[src/rtl/character_redraw_ctrl.sv]
// Player character redraw controller.
// On a position request, erases the old 9x5 character rectangle with the
// background colour and then draws the new one. Pixels go out one per cycle
// to the VGA adapter's pixel-write port. DoneDrawing pulses once the update
// is complete.
module character_redraw_ctrl #(
  parameter int         CHAR_W     = 9,
  parameter int         CHAR_H     = 5,
  parameter int         BASE_Y     = 102,
  parameter logic [2:0] CHAR_COLOR = 3'b011,
  parameter logic [2:0] BG_COLOR   = 3'b000
) (
  input  logic       Clock,
  input  logic       Reset,
  input  logic [3:0] NewPos,
  input  logic       PosValid,
  output logic       Busy,
  output logic [7:0] XOut,
  output logic [6:0] YOut,
  output logic [2:0] Color,
  output logic       Plot,
  output logic       DoneDrawing,
  output logic       ErrPulse
);

  localparam int XCW = (CHAR_W > 1) ? $clog2(CHAR_W) : 1;
  localparam int YCW = (CHAR_H > 1) ? $clog2(CHAR_H) : 1;

  typedef enum logic [1:0] {IDLE, ERASE, DRAW, DONE} stateT;

  stateT          state;
  stateT          stateNext;
  logic [1:0]     oldPos;
  logic           oldValid;
  logic [1:0]     targetPos;
  logic [XCW-1:0] xCounter;
  logic [YCW-1:0] yCounter;
  logic           plotReg;

  logic           accept;
  logic           codeValid;
  logic           lastPixel;
  logic           clearCounters;
  logic           advance;
  logic           latchTarget;
  logic [1:0]     scanPos;
  logic [7:0]     xBase;
  logic [2:0]     scanColor;

  // A request only counts once the previous update has fully finished,
  // including its DoneDrawing cycle; anything else is dropped.
  always_comb begin
    accept    = PosValid && (state == IDLE) && !DoneDrawing;
    codeValid = (NewPos[3:2] == 2'b00);
    lastPixel = (xCounter == XCW'(CHAR_W - 1)) && (yCounter == YCW'(CHAR_H - 1));
  end

  // Next-state logic and the control strobes for the counters and latches.
  always_comb begin
    stateNext     = state;
    clearCounters = 1'b0;
    advance       = 1'b0;
    latchTarget   = 1'b0;
    case (state)
      IDLE: begin
        if (accept && codeValid) begin
          latchTarget   = 1'b1;
          clearCounters = 1'b1;
          if (!oldValid)                  stateNext = DRAW;
          else if (NewPos[1:0] != oldPos) stateNext = ERASE;
          else                            stateNext = DONE;
        end
      end
      ERASE: begin
        advance = 1'b1;
        if (lastPixel) begin
          stateNext     = DRAW;
          clearCounters = 1'b1;
        end
      end
      DRAW: begin
        advance = 1'b1;
        if (lastPixel) begin
          stateNext     = DONE;
          clearCounters = 1'b1;
        end
      end
      DONE: stateNext = IDLE;
      default: stateNext = IDLE;
    endcase
  end

  // Erase works on the old position in the background colour; draw works on
  // the target position in the character colour.
  always_comb begin
    scanPos   = (state == ERASE) ? oldPos : targetPos;
    scanColor = (state == ERASE) ? BG_COLOR : CHAR_COLOR;
    case (scanPos)
      2'd0:    xBase = 8'd6;
      2'd1:    xBase = 8'd24;
      2'd2:    xBase = 8'd78;
      default: xBase = 8'd132;
    endcase
  end

  // State register, row-major scan counters and position bookkeeping.
  always_ff @(posedge Clock) begin
    if (Reset) begin
      state     <= IDLE;
      xCounter  <= '0;
      yCounter  <= '0;
      oldPos    <= '0;
      oldValid  <= 1'b0;
      targetPos <= '0;
    end else begin
      state <= stateNext;
      if (latchTarget) targetPos <= NewPos[1:0];
      if (clearCounters) begin
        xCounter <= '0;
        yCounter <= '0;
      end else if (advance) begin
        if (xCounter == XCW'(CHAR_W - 1)) begin
          xCounter <= '0;
          yCounter <= yCounter + 1'b1;
        end else begin
          xCounter <= xCounter + 1'b1;
        end
      end
      if (state == DONE) begin
        oldPos   <= targetPos;
        oldValid <= 1'b1;
      end
    end
  end

  // Pixel stream and status pulses, registered one cycle behind the scan.
  always_ff @(posedge Clock) begin
    if (Reset) begin
      plotReg     <= 1'b0;
      XOut        <= '0;
      YOut        <= '0;
      Color       <= '0;
      DoneDrawing <= 1'b0;
      ErrPulse    <= 1'b0;
    end else begin
      plotReg <= (state == ERASE) || (state == DRAW);
      if ((state == ERASE) || (state == DRAW)) begin
        XOut  <= xBase + 8'(xCounter);
        YOut  <= 7'(BASE_Y) + 7'(yCounter);
        Color <= scanColor;
      end
      DoneDrawing <= (state == DONE);
      ErrPulse    <= accept && !codeValid;
    end
  end

  // Busy covers the DoneDrawing cycle so the next request waits for it, and
  // Plot is masked so a pixel already in flight never writes during reset.
  always_comb begin
    Busy = (state != IDLE) || DoneDrawing;
    Plot = plotReg && !Reset;
  end

endmodule
[config.mk]
export PLATFORM = sky130hd
export DESIGN_NAME = character_redraw_ctrl
export DESIGN_NICKNAME = d
export VERILOG_FILES = /design/src/rtl/character_redraw_ctrl.sv
export SDC_FILE = /design/constraint.sdc
export NUM_CORES = 1
export LEC_CHECK = 0
export BUFFER_PORTS_ARGS = -buffer_cell sky130_fd_sc_hd__buf_4
export CAP_MARGIN = 20
export CORE_UTILIZATION = 50
export CTS_BUF_LIST = sky130_fd_sc_hd__clkbuf_8
export DETAILED_ROUTE_END_ITERATION = 8
export PLACE_DENSITY = 0.8
export SETUP_SLACK_MARGIN = 0.4
export SLEW_MARGIN = 20
export SYNTH_ARGS = -nofsm -noshare
export SYNTH_HDL_FRONTEND = slang
export SYNTH_SLANG_ARGS = --single-unit
[constraint.sdc]
create_clock -name Clock -period 4.21 [get_ports Clock]
set_input_delay 0.421 -clock Clock [delete_from_list [all_inputs] [get_ports Clock]]
set_output_delay 0.421 -clock Clock [all_outputs]
set_load 0.05 [all_outputs]
# Word-level counts from Yosys, hierarchy flattened

Index checks and enable logic that the tools add are counted.

Reductions and logical operators: 19
Mux-type cells: 15
Add/subtract/negate cells: 4
Equality and inequality tests: 11

Operators with widths:

| cell                                                  | count |
|---|---|
| one-hot mux 8 bit (3 select lines)                    | 1 |
| 2-to-1 mux 2 bit                                      | 7 |
| adder 8 x 4 -> 8 bit                                  | 1 |
| one-hot mux 2 bit (4 select lines)                    | 1 |
| adder 6 x 4 -> 7 bit, first input constant            | 1 |
| == test 2 bit, second input constant                  | 3 |
| logical AND 1 bit                                     | 6 |
| logical NOT 2 bit                                     | 3 |
| adder 4 x 1 -> 4 bit, second input constant           | 1 |
| == test 2 x 1 -> 1 bit, second input constant         | 2 |
| == test 4 bit, second input constant                  | 1 |
| 2-to-1 mux 1 bit                                      | 4 |
| 2-to-1 mux 4 bit                                      | 1 |
| inequality test 2 bit, second input constant          | 2 |
| OR reduction 2 bit                                    | 2 |
| adder 3 x 1 -> 3 bit, second input constant           | 1 |
| == test 3 bit, second input constant                  | 1 |
| logical NOT 1 bit                                     | 3 |
| AND reduction 3 bit                                   | 1 |
| logical OR 1 bit                                      | 2 |
| inequality test 2 x 1 -> 1 bit, second input constant | 1 |
| inequality test 2 bit                                 | 1 |
| one-hot mux 1 bit (2 select lines)                    | 1 |
| AND reduction 2 bit                                   | 1 |
| nonzero test 2 bit                                    | 1 |

Logic and storage cells: 61
Output and inout port bits: 22
Register bits: 35

# Depth between registers and ports, before layout

Gate-level depths: netlist of the first run.

Word-level depth: 7
Gate-level depth with buffers: 11

# Worst setup path before layout of the first run

Ideal clock, no wire load.

Kind: register to register
From: register state[1]
To: register XOut[4]
Arrival time: 2171 ps
Stages on the path, launching flop included: 12
Slack: 1920 ps
Data required time: 4090 ps
Cell sequence: dfxtp_1 -> inv_1 -> ha_1 -> mux2_2 -> inv_1 -> ha_1 -> inv_1 -> ha_1 -> a21o_1 -> a21oi_1 -> nor4b_1 -> a211o_1

Cells in the longest elaborated chain, start to end: 5

Ends and longest elaborated chain:

| element                                     | line    | source |
|---|---|---|
| from (decl)                                 | 31      | `stateT state;` |
| from (signal assigned)                      | 116     | `state <= stateNext;` |
| == test 2 x 1 -> 1 bit                      | 96, 147 |  |
| 2-to-1 mux 2 bit                            | 96      | `scanPos = (state == ERASE) ? oldPos : targetPos;` |
| == test 2 bit, or another cell as far along | 98      | `case (scanPos)` |
| one-hot mux 8 bit (3 select lines)          | 98      |  |
| adder 8 x 4 -> 8 bit                        | 148     | `XOut <= xBase + 8'(xCounter);` |
| to (signal assigned)                        | 148     |  |
| to (decl)                                   | 18      | `output logic [7:0] XOut,` |

Several ways; a longest one is shown, not always the timed one.
A chain may end at the register's enable or synchronous reset.

# Worst setup path in the final report of the first run

Ends and elaborated chain as after synthesis.

==> results of run 1 <==
[power by group]
part / switching (mW) / total, mW / internal (mW)
clock: 0.110 / 0.257 / 0.147
sequential: 0.0246 / 0.356 / 0.331
combinational: 0.253 / 0.382 / 0.129
total: 0.388 / 0.994 / 0.607
[stage by stage]
| step | hold WS, ps | area [µm²] |
|---|---|---|
| after floorplan | 463 | 1590 |
| after global placement | 468 | 1780 |
| after detailed placement | 471 | 1780 |
| after CTS | 376 | 1880 |
| after global routing | 396 | 1880 |
| final | 390 | 1880 |
[cell families (layout without fill, tap and decap cells)]
family / Yosys count / after routing / synth area share (%)
compound gates: 24 / 24 / 9.69
xor+xnor: 3 / 3 / 1.65
fa+ha+maj: 17 / 17 / 13.9
buf+inv: 23 / 47 / 7.09
flops: 31 / 31 / 39.1
mux: 18 / 18 / 11.5
other cells: 1 / 2 / 0.236
simple gates: 55 / 55 / 16.9
[sequential cells by signal, summed over array words and instances, names as in the netlist, 2 cells and up]
name	count
XOut	8
state	2
yCounter	3
oldPos	2
targetPos	2
YOut	5
xCounter	4
[cell type report]
class,instances,share of cell area [%]
Tap cell,44,2.93
Timing Repair Buffer,26,10.4
Sequential cell,31,33.0
Inverter,13,2.60
Clock inverter,1,0.200
Multi-Input combinational cell,119,45.7
Clock buffer,7,5.13
[placed cells by master (no fill, tap or decap), types with 4 or more instances in the layout]
cell and instances:
buf_4 26, dfxtp_1 31, nor2b_1 4, clkbuf_8 7, ha_1 16, mux2i_1 16, a21oi_1 7, nor2_1 31
a211oi_1 5, inv_1 14, nand2_1 5
[how the worst max path moves through the flow]
stage,from,endpoint,slack (ps),depth (start not counted)
CTS,state[1],XOut[4],1700,11
detailed placement,state[1],XOut[4],1730,11
floorplan,state[1],XOut[4],1920,11
global route,state[1],XOut[4],1550,11
global placement,state[1],XOut[4],1870,11
finish,state[1],XOut[4],1700,11
[routing by layer]
| layer | GRT usage (%) | share of wire (%) | wire length (µm) | vias to the layer above |
|---|---|---|---|---|
| met5 | 0 | 0 | 0 | - |
| met4 | 9.52 | 1.7 | 51 | 0 |
| met3 | 7.91 | 4.4 | 133 | 6 |
| met2 | 37.1 | 50 | 1510 | 31 |
| met1 | 21.0 | 44 | 1310 | 563 |
| li1 | - | - | - | 619 |
[critical path, cell delays in order, from the launching register on]
cell and delay, ps:
dfxtp_1 330, inv_1 120, ha_1 300, mux2_2 400, inv_1 60, ha_1 180
inv_1 90, ha_1 280, a21o_1 150, a21oi_1 180, nor4b_1 70, a211o_1 230
==> reports/qor.csv, run 1 <==
stage,metric,value,unit
synth,ys_top_cells_by_count,"dfxtp_1 (31), nor2_1 (31), ha_1 (16), mux2i_1 (16), inv_1 (13)",
floorplanning,die_area,3410,µm²
synth,netlist.area_leader.share,39.1,%
finish,n_fill_cell,255,
synth,yosysTopAreaCell,dfxtp_1,
synth,syn-cell-area,1590,µm²
clocking,cts_buffers,5,
synth,ys_ff_latch,31,
synth,netlist_top_cells_area,"dfxtp_1 (39%), ha_1 (13%), mux2i_1 (10%)",
timing,drv_slew,0,
hold_path,hold_start,NewPos[1],
finish,multi_input_area,860,µm²
pwr,irDropWorstVdd,250,µV
hold_path,whs_endpoint,targetPos[1],
route,vias_per_cell,5.06,
grt,grt_overflow_total,0,
timing,fmax,399,MHz
clocking,cts_tree,yes,
floorplanning,start_util,52.5,%
grt,grt_max_degree,31,
timing,period_needed,2510,ps
floorplanning,core,3030,µm²
setup_path,cp_max_fo,5,
route,wl,3000,µm
setup_path,required,4390,ps
synth,syn_inst,172,
clocking,htreeDepth,2,
grt,grt_pass1_wl,5180,µm
synth,yosysWarningCount,0,
outcome,status,"complete, no violations",
clocking,cts_resized,0,
timing,tns,0,ps
synth,synth-edff-count,0,
job,maxCapViolCount,0,
placement,post-place-ws,1730,ps
pwr,p_per_area,529,nW/µm²
timing,min_period_over_period,59.5,%
clocking,cts_sinks,31,
hold_path,worstHoldPathType,primary input to flip-flop,
synth,synth_area_per_cell,9.24,µm²
placement,placed_cells,233,
setup_path,crit_type,flip-flop to flip-flop,
finish,antenna_cells_inserted,0,
hold_path,hold_path_depth,3,
finish,ff_latch_area,621,µm²
clocking,cts_hold_buf,0,
floorplanning,die_h,58.4,µm
setup_path,reg2reg_slack,1700,ps
synth,synth_flop_cell,dfxtp_1,
finish,utilization,62.1,%
finish,drive_gt1_share,18.8,%
route,dr.pass1.iters,4,
route,drc,0,
route,vias,1219,
setup_path,critPathArrivalTime,2680,ps
placement,dp_hpwl,2090,µm
clocking,clk_pin_slew,60,ps
timing,grt_setup_unrepaired,false,
route,drt_iter0_drc,44,
placement,port_buffers,26,
clocking,post_cts_buffers,0,
pwr,design_power_total,0.994,mW
timing,clock_skew,4.67,ps
grt,track_usage,20.6,%
finish,finalNonFillerCells,241,
grt,antenna_found_initial,0,
synth,synth-async-reset-ratio,0,%
floorplanning,rows,20,
placement,place_congestion,0.784,
clocking,worstSkewPairLatency,290,ps
setup_path,worstSetupEndpointType,flip-flop,
timing,tightest_slew,1000,ps
timing,setup_ws,1700,ps
timing,setup_viol_count_final,0,
route,wl_per_cell,12.5,µm
floorplanning,die_x,58.4,µm
clocking,cts_buffer_depth,2,
floorplanning,num_io_pins,29,
timing,hold_violations,0,
timing,slew_headroom,33.2,%
setup_path,rr_startpoint,state[1],
pwr,p_leak,0.825,nW
setup_path,reg2reg_depth,11,
setup_path,crit_path_start_kind,flip-flop,
clocking,root_buffer,clkbuf_8,
finish,areaGrowthSynthToFinish,18.3,%
route,drtAntennaViolNets,0,
grt,grt_pass1_vias,1234,
setup_path,reg2reg_to,XOut[4],
finish,layout.nets,220,
synth,yosysSeqAreaShare,39.1,%
synth,ys_types,37,
No activity file was read; power rests on OpenSTA's default activity.
==> run 2: changes to the inputs <==
--- a/config.mk
+++ b/config.mk
@@ -5,6 +5,7 @@
 export SDC_FILE = /design/constraint.sdc
 export NUM_CORES = 1
 export LEC_CHECK = 0
+export ABC_AREA = 1
 export BUFFER_PORTS_ARGS = -buffer_cell sky130_fd_sc_hd__buf_4
 export CAP_MARGIN = 20
 export CORE_UTILIZATION = 50
==> constraint.sdc (replaced) <==
create_clock -name Clock -period 2.5 [get_ports Clock]
set_input_delay 0.25 -clock Clock [delete_from_list [all_inputs] [get_ports Clock]]
set_output_delay 0.25 -clock Clock [all_outputs]
set_load 0.05 [all_outputs]
==> run 2 against run 1 <==
Compared with the run above:
- design area up 2.5%
- wire length up 4.0%
- critical path depth unchanged
- synthesized area up 0.94%
- global-route usage down 0.42 points
- combinational power rose to 3.2 times the previous value
- clock power up 42%
- via count up 11%
- first-iteration DRC count down 9.1%
- worst hold slack worse by 160 ps
- synthesized cell count up 26%
==> reports/qor.csv, run 2 <==
stage,metric,value,unit,change
synth,yosysWarningCount,0,,unchanged
synth,yosysMostFrequentCell,nand2_1,,
timing,min_period_over_period,77.5,%,+18 points
outcome,status,"complete, no violations",,
synth,synth_flop_cell,dfxtp_1,,
clocking,clk_pin_slew,60,ps,about the same
clocking,cts_sinks,31,,unchanged
pwr,p_leak,0.946,nW,+15%
setup_path,crit_path_start_kind,flip-flop,,
placement,place_area,1800,µm²,+1.1%
pwr,p_per_area,1200,nW/µm²,+130%
synth,syn-cell-area,1600,µm²,+0.94%
floorplanning,core,3050,µm²,+0.83%
synth,yosysSeqAreaShare,38.7,%,-0.37 points
grt,grt_overflow_total,0,,unchanged
job,maxCapViolCount,0,,unchanged
clocking,cts_buffers,5,,unchanged
grt,grt_max_degree,17,,-45%
finish,final_cell_area,1930,µm²,+2.5%
timing,setup_viol_count_final,0,,unchanged
synth,ys_ff_latch,31,,unchanged
finish,areaGrowthSynthToFinish,20.0,%,
clocking,worstSkewPairLatency,290,ps,about the same
floorplanning,num_io_pins,29,,unchanged
route,drtAntennaViolNets,0,,unchanged
timing,period_needed,1940,ps,-568 ps
route,dr.max_layer_used,met4,,
placement,dp_hpwl,2250,µm,+7.4%
floorplanning,rows,20,,unchanged
synth,netlist_top_cells_area,"dfxtp_1 (39%), ha_1 (12%), nand2_1 (9.6%)",,
clocking,root_buffer,clkbuf_8,,
route,routedLengthMet1,1440,µm,+10%
timing,grt_setup_unrepaired,false,,
timing,fmax,516,MHz,+29%
clocking,cts_buffer_depth,2,,unchanged
finish,drive_gt1_share,18.9,%,+0.15 points
grt,antenna_found_initial,0,,unchanged
route,drt_iter0_drc,40,,-9.1%
floorplanning,start_util,52.5,%,+0.062 points
floorplanning,die_x,58.6,µm,+0.45%
route,vias_per_cell,4.72,,-6.7%
finish,layout.nets,266,,+21%
synth,ys_top_cells_by_count,"nand2_1 (41), inv_1 (35), nor2_1 (32)",,
pwr,irDropWorstVdd,560,µV,+120%
setup_path,required,2680,ps,-1710 ps
placement,place_congestion,0.813,,+3.6%
finish,regMostFlops,XOut,,
clocking,cts_hold_buf,0,,unchanged
finish,reg_top3,"XOut: 8 flops, YOut: 5 flops, xCounter: 4 flops",,
grt,track_usage,20.2,%,-0.42 points
hold_path,worstHoldPathType,primary input to flip-flop,,
setup_path,cp_max_fo,6,,+1
floorplanning,die_area,3440,µm²,+0.91%
synth,ys_types,23,,-38%
setup_path,critPathArrivalTime,2120,ps,-560 ps
timing,tns,0,ps,unchanged
synth,synth-edff-count,0,,unchanged
route,dr.pass1.iters,4,,unchanged
route,wl_per_cell,10.9,µm,-13%
finish,n_fill_cell,286,,+12%
synth,yosysTopAreaCell,dfxtp_1,,
synth,synth-async-reset-ratio,0,%,unchanged
route,wl,3120,µm,+4.0%
route,met3_length,174,µm,+31%
setup_path,crit_type,flip-flop to flip-flop,,
synth,syn_inst,217,,+26%
finish,largest_register_ffs,8,,unchanged
grt,grt_pass1_wl,5050,µm,-2.4%
route,route.met2.wl,1440,µm,-4.9%
route,drc,0,,unchanged
grt,grt_pass1_vias,1214,,-1.6%
clocking,cts_tree,yes,,
placement,port_buffers,26,,unchanged
route,vias,1355,,+11%
finish,antenna_cells_inserted,0,,unchanged
timing,drv_slew,0,,unchanged
floorplanning,die_h,58.6,µm,+0.45%
clocking,htreeDepth,2,,unchanged
finish,final_cell_mix,"nand2_1 (41), inv_1 (35), nor2_1 (32)",,
synth,netlist.area_leader.share,38.7,%,-0.37 points
synth,synth_area_per_cell,7.39,µm²,-20%
setup_path,worstSetupEndpointType,flip-flop,,
timing,clock_skew,5.33,ps,+0.665 ps
timing,hold_violations,0,,unchanged
finish,final_common_cell,nand2_1,,
==> run 2: area by class of cell <==
class	instances	area [µm²]	share of cell area [%]
clock buffers	5	68.8	3.57
repair buffers	27	203	10.5
flip-flops and latches	31	623	32.4
inverters	36	135	7.02
well taps	44	55.1	2.86
multi-input cells	141	828	43.0
clock inverters	3	12.5	0.650
==> run 2: worst paths after layout <==
check / cells after the start / slack, ps / start / endpoint
setup / recovery: 11 / 560 / state[1] / XOut[4]
hold / removal: 2 / 230 / Reset / XOut[0]
setup reg to reg: 11 / 560 / state[1] / XOut[4]
hold reg to reg: 2 / 460 / XOut[0] / XOut[0]
==> run 2: logic make-up after synthesis <==
logic type      Yosys count  synth area share (%)
simple gates             81                  20.8
buf+inv                  46                  12.6
compound gates           37                  11.9
fa+ha+maj                17                  13.7
flops                    31                  38.7
other cells               1                 0.234
xor+xnor                  4                  2.18
==> run 2: worst max-delay path: stages (launching register included) <==
cell and delay, ps:
dfxtp_2 360, inv_2 60, ha_4 180, nand2_1 130, o21ai_4 100, ha_1 300
ha_1 330, nand2_1 80, nand3_1 70, nand2_1 40, o21ai_0 140, inv_1 50
==> run 2: what timing repair did <==
action / in CTS / in global routing
buffers inserted: 0 / 0
pin swaps: 1 / 1
setup endpoints to repair: 4 / 4
gates resized for setup: 4 / 9
==> run 2: power breakdown <==
group	internal [mW]	total, mW	switching (mW)	leakage (nW)
Combinational	0.370	1.23	0.862	0.641
Sequential	0.629	0.710	0.0814	0.254
Clock	0.186	0.364	0.178	0.0505
Total	1.19	2.31	1.12	0.946
==> run 2: layer usage <==
| layer | vias up | global-route usage (%) |
|---|---|---|
| met5 | - | 0 |
| met4 | 0 | 10.5 |
| met3 | 6 | 7.03 |
| met2 | 46 | 33.7 |
| met1 | 592 | 22.8 |
| li1 | 711 | - |
==> run 2: metrics by stage <==
step                      cells  power [mW]  setup WS, ps  util [%]  hold WS, ps
after floorplan             218        1.63           449         -          407
final                       287        2.31           561      63.1          233
after CTS                   287        2.29           407      61.9          222
after detailed placement    279        1.91           257      58.9          457
after global routing        287        2.46           396      63.1          231
after global placement      279        1.89           367      58.9          452
==> run 3: changes to the inputs <==
==> constraint.sdc (replaced) <==
create_clock -name Clock -period 1.8 [get_ports Clock]
set_input_delay 0.18 -clock Clock [delete_from_list [all_inputs] [get_ports Clock]]
set_output_delay 0.18 -clock Clock [all_outputs]
set_load 0.05 [all_outputs]
==> run 3 against run 2 <==
Compared with the run above:
- the run now ends with negative setup slack left
- register-to-register slack worse by 630 ps
- die area stayed put
- clock skew rose by 1.7 ps
- sequential share of layout area fell by 5.9 points
- highest routed layer unchanged
==> reports/qor.csv, run 3 (synthesis results as in run 2) <==
stage,metric,value,unit,change
grt,grt_overflow_total,0,,unchanged
timing,setup_viol_count_final,3,,+3
setup_path,rr_startpoint,state[1],,
clocking,root_buffer,clkbuf_8,,
setup_path,crit_start,state[1],,
clocking,cts_sinks,31,,unchanged
finish,largest_register_ffs,8,,unchanged
route,vias,1515,,+12%
setup_path,max_stage_delay,350,ps,about the same
finish,final_cell_mix,"buf_4 (36), inv_1 (30), dfxtp_1 (27)",,
pwr,p_per_area,1770,nW/µm²,+48%
hold_path,whs_endpoint,targetPos[0],,
route,vias_per_cell,4.98,,+5.6%
timing,hold_violations,0,,unchanged
pwr,power_switching,1.94,mW,+73%
grt,grt_pass1_wl,5660,µm,+12%
timing,grt_setup_unrepaired,true,,
placement,placed_cells,285,,+2.2%
clocking,htreeDepth,2,,unchanged
timing,clock_skew,7.06,ps,+1.73 ps
pwr,p_sw_share,46.1,%,-2.5 points
finish,final_common_cell,buf_4,,
route,drt_iter0_drc,49,,+23%
finish,regMostFlops,XOut,,
pwr,pwr-share-seq,23.7,%,-7.1 points
grt,antenna_found_initial,0,,unchanged
setup_path,required,1970,ps,-710 ps
grt,track_usage,22.4,%,+2.2 points
placement,port_buffers,26,,unchanged
finish,antenna_cells_inserted,0,,unchanged
floorplanning,core,3050,µm²,unchanged
hold_path,worstHoldPathType,primary input to flip-flop,,
clocking,cts_buffers,5,,unchanged
finish,areaGrowthSynthToFinish,48.1,%,
timing,fmax,534,MHz,+3.6%
setup_path,reg2reg_slack,-70,ps,-630 ps
clocking,cts_buffer_depth,2,,unchanged
setup_path,cp_max_fo,6,,unchanged
floorplanning,rows,20,,unchanged
pwr,design_power_total,4.21,mW,+82%
grt,grt_pass1_vias,1327,,+9.3%
setup_path,cp.buffers_inverters,3,,+1
clocking,cts_tree,yes,,
finish,finalNonFillerCells,304,,+5.9%
setup_path,worstPathCellList,inv_2 > ha_4 > o21ai_4 > inv_1 > ha_2 > fa_2 > xor2_1 > o21ai_1 > inv_1,,
placement,place_congestion,0.789,,-2.9%
route,dr.pass1.iters,4,,unchanged
finish,utilization,77.8,%,+15 points
placement,dp_hpwl,2360,µm,+5.2%
setup_path,crit_family,adder cells,,
pwr,combPwrFrac,64.6,%,+11 points
setup_path,crit_type,flip-flop to flip-flop,,
timing,period_needed,1870,ps,-66.6 ps
hold_path,hold_start,NewPos[0],,
timing,tns,-155,ps,-155 ps
timing,fin_hold_ws,160,ps,-72.5 ps
route,drtAntennaViolNets,0,,unchanged
setup_path,cpMaxStageDelayCell,dfxtp_2,,
timing,min_period_over_period,104,%,+26 points
setup_path,critPathArrivalTime,2050,ps,-70 ps
floorplanning,num_io_pins,29,,unchanged
floorplanning,start_util,52.5,%,unchanged
pwr,clock_power_share,11.7,%,-4.1 points
floorplanning,die_area,3440,µm²,unchanged
finish,drive_gt1_share,43.8,%,+25 points
clocking,clk_pin_slew,60,ps,about the same
pwr,irDropWorstVdd,985,µV,+76%
hold_path,hold_path_depth,3,,+1
setup_path,path_common_cell,inv_1,,
route,wl_per_cell,14.1,µm,+30%
clocking,worstSkewPairLatency,280,ps,about the same
setup_path,reg2reg_depth,9,,-2
timing,setup_ws,-72.0,ps,-633 ps
setup_path,reg2reg_to,XOut[3],,
floorplanning,die_h,58.6,µm,unchanged
outcome,violations,negative setup slack,,
pwr,p_leak,1.08,nW,+14%
floorplanning,die_x,58.6,µm,unchanged
job,maxCapViolCount,0,,unchanged
finish,reg_top3,"XOut: 8 flops, YOut: 5 flops, xCounter: 4 flops",,
route,drc,0,,unchanged
timing,drv_slew,0,,unchanged
setup_path,worstSetupEndpointType,flip-flop,,
finish,layout.nets,285,,+7.1%
outcome,status,finished with violations,,
pwr,p_int,2.27,mW,+91%
route,wl,4280,µm,+37%
grt,grt_max_degree,17,,unchanged
setup_path,crit_path_start_kind,flip-flop,,
[run 3: timing repair]
| item | CTS | global route |
|---|---|---|
| hold buffers | 0 | 0 |
| gates cloned | 0 | 1 |
| setup buffers | 2 | 10 |
| endpoints found under the setup margin | 26 | 23 |
| resized for setup | 22 | 56 |
| pin swaps | 6 | 14 |
[run 3: routing by layer]
| metal | vias to the layer above | GRT usage (%) | share of wire [%] | wire length (µm) |
|---|---|---|---|---|
| met4 | 0 | 12.9 | 2.3 | 99 |
| met1 | 709 | 26.8 | 41 | 1770 |
| met5 | - | 0 | 0 | 0 |
| met3 | 12 | 5.71 | 4.7 | 203 |
| met2 | 49 | 36.5 | 52 | 2210 |
| li1 | 745 | - | - | - |
[run 3: worst max-delay path by stage]
stage / endpoint / slack (ps) / cells past startpoint
global route: XOut[5] / -150 / 10
finish: XOut[3] / -70 / 9
global placement: XOut[3] / 30 / 10
CTS: XOut[3] / -20 / 9
detailed placement: XOut[3] / -10 / 10
floorplan: XOut[3] / 30 / 9
[run 3: final cells by class]
cell class	instances	area, µm²
Sequential cell	31	628
Multi-Input combinational cell	141	1060
Fill cell	201	678
Tap cell	44	55.1
Clock buffer	5	68.8
Clock inverter	1	3.75
Inverter	36	140
Timing Repair Buffer	46	418
[run 3: power groups by stage]
stage | clock network (mW) | registers (mW) | logic (mW)
2_1_floorplan | 0 | 1.41 | 0.963
3_3_place_gp | 0 | 0.983 | 1.81
3_5_place_dp | 0 | 0.987 | 1.84
4_1_cts | 0.497 | 0.979 | 1.98
5_1_grt | 0.527 | 1.01 | 2.89
6_report | 0.492 | 0.997 | 2.72
[run 3: worst reg2reg max path, stage by stage (launching register included)]
cell     delay [ps]
dfxtp_2         350
inv_2            60
ha_4            190
o21ai_4         220
inv_1            70
ha_2            190
fa_2            340
xor2_1          150
o21ai_1         140
inv_1            60
[run 3: per-stage QoR]
step	area (µm²)	worst slack (ps)
after detailed placement	1930	-13.6
after global routing	2370	-154
after CTS	2080	-18.2
after global placement	1930	27.2
after floorplan	1700	35.0
final	2370	-72.0
